**src/rtl/sha256_ctrl.sv**
```systemverilog
// sha256_ctrl: packs a pre-padded 32-bit word stream into 512-bit blocks for sha256_core,
// sequences the core's enable/reset and returns the digest over a valid/ready output.
module sha256_ctrl #(
    parameter int DigestWidth = 256
) (
    input  logic                   clk_i,
    input  logic                   rst_i,
    input  logic [31:0]            s_data_i,
    input  logic                   s_valid_i,
    input  logic                   s_last_i,
    output logic                   s_ready_o,
    input  logic                   abort_i,
    output logic [511:0]           block_o,
    output logic                   enable_hash_o,
    output logic                   rst_hash_o,
    input  logic                   hold_i,
    input  logic                   idle_i,
    input  logic [DigestWidth-1:0] digest_i,
    input  logic                   digest_valid_i,
    output logic [DigestWidth-1:0] digest_o,
    output logic                   out_valid_o,
    input  logic                   out_ready_i,
    output logic                   err_o
);

    typedef enum logic [2:0] {
        ST_RST,
        ST_WAIT,
        ST_IDLE,
        ST_RUN,
        ST_DONE
    } state_e;

    state_e                 state_q, state_d;
    logic [511:0]           buf_q, buf_d;
    logic [3:0]             cnt_q, cnt_d;
    logic                   buf_full_q, buf_full_d;
    logic                   msg_closed_q, msg_closed_d;
    logic                   last_loaded_q, last_loaded_d;
    logic                   err_q, err_d;
    logic [DigestWidth-1:0] digest_q, digest_d;
    logic                   out_valid_q, out_valid_d;
    logic                   accept;
    logic                   consume;
    logic                   in_stream;

    always_comb begin
        in_stream = (state_q == ST_IDLE) || (state_q == ST_RUN);
        s_ready_o = ~buf_full_q & ~msg_closed_q & in_stream;
        accept    = s_valid_i & s_ready_o;
        case (state_q)
            ST_IDLE: enable_hash_o = buf_full_q & idle_i;
            ST_RUN:  enable_hash_o = ~hold_i | buf_full_q;
            default: enable_hash_o = 1'b0;
        endcase
        consume    = enable_hash_o & (idle_i | hold_i) & buf_full_q;
        rst_hash_o = (state_q == ST_RST) & ~rst_i;
    end

    always_comb begin
        state_d       = state_q;
        buf_d         = buf_q;
        cnt_d         = cnt_q;
        buf_full_d    = buf_full_q;
        msg_closed_d  = msg_closed_q;
        last_loaded_d = last_loaded_q;
        err_d         = err_q;
        digest_d      = digest_q;
        out_valid_d   = out_valid_q;

        // Word slot is 511-32*cnt; a short final block keeps the zeros left by the last clear.
        if (accept) begin
            buf_d[{~cnt_q, 5'h1f} -: 32] = s_data_i;
            cnt_d = cnt_q + 4'd1;
            if ((cnt_q == 4'd15) || s_last_i) begin
                buf_full_d = 1'b1;
            end
            if (s_last_i) begin
                msg_closed_d = 1'b1;
            end
            if ((state_q == ST_IDLE) && (cnt_q == 4'd0)) begin
                err_d = 1'b0;
            end
            if (s_last_i && (cnt_q != 4'd15)) begin
                err_d = 1'b1;
            end
        end

        if (consume) begin
            buf_d         = '0;
            cnt_d         = 4'd0;
            buf_full_d    = 1'b0;
            last_loaded_d = msg_closed_q;
        end

        case (state_q)
            ST_RST: begin
                buf_d         = '0;
                cnt_d         = 4'd0;
                buf_full_d    = 1'b0;
                msg_closed_d  = 1'b0;
                last_loaded_d = 1'b0;
                state_d       = ST_WAIT;
            end
            ST_WAIT: begin
                msg_closed_d  = 1'b0;
                last_loaded_d = 1'b0;
                cnt_d         = 4'd0;
                if (idle_i) begin
                    state_d = ST_IDLE;
                end
            end
            ST_IDLE: begin
                if (consume) begin
                    state_d = ST_RUN;
                end
            end
            ST_RUN: begin
                if (digest_valid_i) begin
                    digest_d    = digest_i;
                    out_valid_d = 1'b1;
                    if (!last_loaded_q) begin
                        err_d = 1'b1;
                    end
                    state_d = ST_DONE;
                end else if (hold_i && !buf_full_q && last_loaded_q) begin
                    // Core is asking for more data after the final block: it never saw the end marker.
                    err_d   = 1'b1;
                    state_d = ST_RST;
                end
            end
            ST_DONE: begin
                if (out_ready_i) begin
                    out_valid_d = 1'b0;
                    state_d     = ST_RST;
                end
            end
            default: state_d = ST_RST;
        endcase

        if (abort_i && (state_q != ST_RST) && (state_q != ST_WAIT)) begin
            buf_d         = '0;
            cnt_d         = 4'd0;
            buf_full_d    = 1'b0;
            msg_closed_d  = 1'b0;
            last_loaded_d = 1'b0;
            out_valid_d   = 1'b0;
            state_d       = ST_RST;
        end
    end

    always_ff @(posedge clk_i) begin
        if (rst_i) begin
            state_q       <= ST_RST;
            buf_q         <= '0;
            cnt_q         <= 4'd0;
            buf_full_q    <= 1'b0;
            msg_closed_q  <= 1'b0;
            last_loaded_q <= 1'b0;
            err_q         <= 1'b0;
            digest_q      <= '0;
            out_valid_q   <= 1'b0;
        end else begin
            state_q       <= state_d;
            buf_q         <= buf_d;
            cnt_q         <= cnt_d;
            buf_full_q    <= buf_full_d;
            msg_closed_q  <= msg_closed_d;
            last_loaded_q <= last_loaded_d;
            err_q         <= err_d;
            digest_q      <= digest_d;
            out_valid_q   <= out_valid_d;
        end
    end

    assign block_o     = buf_q;
    assign digest_o    = digest_q;
    assign out_valid_o = out_valid_q;
    assign err_o       = err_q;

endmodule

```
**config.mk**
```make
export PLATFORM = sky130hd
export DESIGN_NAME = sha256_ctrl
export DESIGN_NICKNAME = d
export VERILOG_FILES = /design/src/rtl/sha256_ctrl.sv
export SDC_FILE = /design/constraint.sdc
export NUM_CORES = 2
export LEC_CHECK = 0
export BUFFER_PORTS_ARGS = -buffer_cell sky130_fd_sc_hd__buf_2
export CAP_MARGIN = 20
export CORE_AREA = 3 3 412 414
export DETAILED_ROUTE_END_ITERATION = 6
export DIE_AREA = 0 0 415 417
export PLACE_DENSITY = 0.36
export SLEW_MARGIN = 0
export SYNTH_ARGS = -nofsm -noshare
export SYNTH_HDL_FRONTEND = slang
export SYNTH_SLANG_ARGS = --single-unit
```
**constraint.sdc**
```tcl
create_clock -name clk_i -period 1.62 [get_ports clk_i]
set_input_delay 0 -clock clk_i [delete_from_list [all_inputs] [get_ports clk_i]]
set_output_delay 0 -clock clk_i [all_outputs]
set_load 0.1 [all_outputs]
```
==> results.py <==
metrics = {
    "timing": {
        "max_freq_mhz": 527,
        "timing.final.crit_share_pct": 117,
        "finalMaxSlewViolations": 0,
        "rsz0062_at_grt": "true",
        "slew_headroom_pct": 57.4,
        "min_period_ns": 1.90,
        "hold-worst-slack_ns": 0.0893,
        "skew_ns": 0.0309,
        "timing_hold_violations_final": 0,
        "timing.final.ws_setup_ns": -0.278,
        "setup_viol": 768,
        "worstMarginPinSlew_ns": 0.644,
    },
    "setup_path": {
        "crit_cells": 8,
        "crit_type": "flip-flop to flip-flop",
        "rrSetupSlack_ns": -0.28,
        "startpoint": "msg_closed_q$_SDFFE_PP0P_",
        "critPathBufInv": 4,
        "worst-endpoint-required_ns": 2.25,
        "crit_chain": "nor4b_4 > buf_6 > buf_8 > and4b_4 > buf_4 > buf_12 > nand3_2 > a21oi_2",
        "critical_path.top_delay_family": "simple AND/OR/NAND/NOR gates",
        "cp-end-kind": "flip-flop",
        "crit_path_end": "block_o[397]$_SDFFE_PP0P_",
        "rr_worst_depth": 8,
        "timing.rr.end": "block_o[397]$_SDFFE_PP0P_",
        "critPathLaunchType": "flip-flop",
        "crit_slowest_cell": "nor4b_4",
        "max_stage_delay_ns": 0.35,
        "worstPathArrival_ns": 2.52,
        "cp_max_fo": 11,
        "worstReg2RegStart": "msg_closed_q$_SDFFE_PP0P_",
    },
    "drt": {
        "vias": 30500,
        "drt_iter0_markers": 1759,
        "dr.pass1.iters": 6,
        "drc": 0,
        "ant_nets": 0,
        "drt_wl_total_um": 160000,
        "routedWlPerCell_um": 22.1,
        "viasPerCell": 4.22,
    },
    "yosys": {
        "synthCells": 3529,
        "synth-seq-cells": 780,
        "ys_types": 40,
        "synth_top_area_cell": "dfxtp_1",
        "ys_seq_area_share_pct": 55.0,
        "yosys_warnings": 0,
        "ys_top_cells_by_area": "dfxtp_1, nand2_1, a21oi_1, nand3_1, buf_2",
        "synth_edf_count": 0,
        "synth_fp_nets": 3832,
        "synthesis.area_um2": 28400,
        "async_flop_share_pct": 0,
        "syn-mean-instance-area_um2": 8.04,
        "synth_ff_type": "dfxtp_1",
        "synth_top_area_share_pct": 55.0,
    },
    "power_and_ir_drop": {
        "p_int_mw": 33.3,
        "fin_total_pwr_mw": 45.1,
        "p_leak_nw": 18.5,
        "pwr-share-clk_pct": 47.8,
        "max-vdd-ir-drop_v": 0.000699,
        "power_density_nw_per_um2": 979,
        "comb_power_share_pct": 9.2,
        "power_frac_seq_pct": 43.0,
        "power_switching_share_pct": 26.1,
        "p_sw_mw": 11.8,
    },
    "final_layout": {
        "layout-drive-gt1-share_pct": 34.6,
        "nFillCells": 18300,
        "fin_nets": 5252,
        "area_growth_pct": 62.2,
    },
    "floorplanning": {
        "core_um2": 167000,
        "num_rows": 150,
        "ios": 1070,
        "die_y_um": 417,
        "fp.dieArea_um2": 173000,
        "start_util_pct": 17.0,
        "die_w_um": 415,
    },
    "clocking": {
        "cts_buffers": 96,
        "cts_tree": "done",
        "clk_latency_ns": 0.68,
        "numClockSinks": 780,
        "clock_path_buffers": 3,
        "htreeDepth": 3,
        "clk_pin_slew_ns": 0.06,
        "cts_root_buf": "clkbuf_16",
    },
    "place": {
        "gp_congestion": 0.801,
        "io_buffers": 1069,
        "dp_hpwl_um": 112000,
    },
    "global_route": {
        "grt_usage_pct": 16.9,
        "gr-total-overflow": 0,
        "antenna_found_initial": 7,
        "grt_pass1_wl_um": 217000,
        "grt_start_max_net_pins": 97,
        "grt_pass1_vias": 29900,
    },
    "hold_path": {
        "hold_class": "primary input to flip-flop",
    },
    "run": {
        "max_cap_viol_count": 0,
    },
    "run_status": {
        "violations": "negative setup slack",
        "status": "finished, violations left",
    },
}
## how the worst min path moves through the flow
| stage | from | end | slack (ns) | depth (start not counted) |
|---|---|---|---|---|
| after floorplan | abort_i | last_loaded_q$_SDFFE_PP0P_ | 0.08 | 1 |
| after global placement | digest_i[234] | digest_o[234]$_SDFFE_PP0P_ | 0.24 | 3 |
| after detailed placement | digest_i[72] | digest_o[72]$_SDFFE_PP0P_ | 0.25 | 3 |
| after CTS | digest_i[22] | digest_o[22]$_SDFFE_PP0P_ | 0.0007 | 4 |
| after global routing | digest_i[135] | digest_o[135]$_SDFFE_PP0P_ | 0.04 | 4 |
| final | digest_i[11] | digest_o[11]$_SDFFE_PP0P_ | 0.09 | 4 |
## worst min-delay path, stage by stage
cell and delay, ns:
dlygate4sd3_1 0.53, buf_2 0.12, nand2_1 0.04, a21oi_1 0.05
## sequential cells by signal, indices dropped and copies added (netlist names)
name           cells
last_loaded_q      1
block_o          512
msg_closed_q       1
buf_full_q         1
state_q            3
cnt_q              4
digest_o         256
out_valid_o        1
err_o              1
## cell usage after synthesis, types with 4 or more instances
library cell and instances:
mux2i_1 33, inv_1 5, and4_1 13, buf_4 20
dfxtp_1 780, nand2_1 1088, a21oi_1 745, buf_2 127
ha_1 6, nand4_1 11, nor2_1 43, buf_6 23
buf_1 6, clkbuf_1 163, and2_1 34, nand3_1 390
nand2b_1 4
## area by class of cell
cell class | instances | area (um2) | share of cell area, %
tap | 2204 | 2760 | 5.99
timing repair buffer | 1661 | 12300 | 26.8
antenna | 4 | 10.0 | 0.0217
clock buffer | 146 | 2800 | 6.09
clock inverter | 22 | 309 | 0.671
multi-input combinational | 2405 | 12200 | 26.4
sequential | 780 | 15600 | 33.9
inverter | 5 | 18.8 | 0.0408
## power groups by stage
stage | Sequential [mW] | Clock (mW) | Combinational, mW
after global routing | 19.4 | 22.9 | 4.37
after global placement | 19.8 | 0 | 3.42
after CTS | 19.4 | 22.2 | 4.10
after floorplan | 20.5 | 0 | 1.06
final | 19.4 | 21.6 | 4.15
after detailed placement | 19.8 | 0 | 3.41
## layout by cell type (no fill, tap or decap), types with 3 or more instances in the layout
cell type	Yosys	layout
nor2_1	43	41
clkbuf_8	0	20
clkbuf_1	163	30
nand3_1	390	347
buf_2	127	1065
and4_4	0	10
a31oi_1	3	3
mux2i_1	33	33
and2_1	34	33
nand2_4	0	38
diode_2	0	4
dlygate4sd3_1	0	305
nand2b_1	4	4
clkinv_2	0	7
dfxtp_1	780	774
bufinv_16	0	4
buf_8	0	7
inv_1	5	5
a21oi_2	0	79
clkbuf_16	0	116
nand2_1	1088	1005
nand3_4	0	9
buf_12	0	95
dfxtp_2	0	4
a21oi_1	745	665
clkinvlp_4	0	4
inv_16	0	3
buf_4	20	143
nand2_2	0	45
buf_6	23	20
buf_16	0	6
nand4_1	11	11
nand3_2	0	34
ha_1	6	6
## layer usage
metal / GRT usage [%] / vias to the layer above / share of wire, %
li1: - / 14600 / -
met1: 19.0 / 14700 / 40
met2: 31.3 / 965 / 51
met3: 3.47 / 231 / 5.0
met4: 6.17 / 4 / 3.9
met5: 0 / - / 0.014
## cell families after synthesis
| group | Yosys count | synth area share [%] |
|---|---|---|
| and+or+nand+nor | 1607 | 24.1 |
| DFF | 780 | 55.0 |
| buffers and inverters | 344 | 5.98 |
| xor gates and xnor gates | 2 | 0.0617 |
| AOI/OAI and AO/OA | 756 | 13.4 |
| muxes | 34 | 1.20 |
| adders and majority gates | 6 | 0.264 |
## per-stage QoR
stage / utilization, % / std cells / area [um2] / worst slack, ns / TNS [ns]
floorplan: - / 3529 / 28500 / -0.118 / -27.62
global placement: 22.6 / 6688 / 37700 / -0.245 / -90.48
detailed placement: 22.6 / 6688 / 37700 / -0.253 / -91.37
CTS: 26.8 / 7196 / 44600 / -0.355 / -160.06
global route: 27.6 / 7226 / 46000 / -0.368 / -197.65
finish: 27.6 / 7227 / 46000 / -0.278 / -124.07
## repair_timing
item                       CTS  global route
gates cloned                13            21
hold buffers               305             0
setup buffers               22            16
pin swaps                   18           121
setup endpoints to repair  793           811
hold endpoints to repair   777             0
gates resized for setup     62           265
Power figures use the tool's default switching activity.
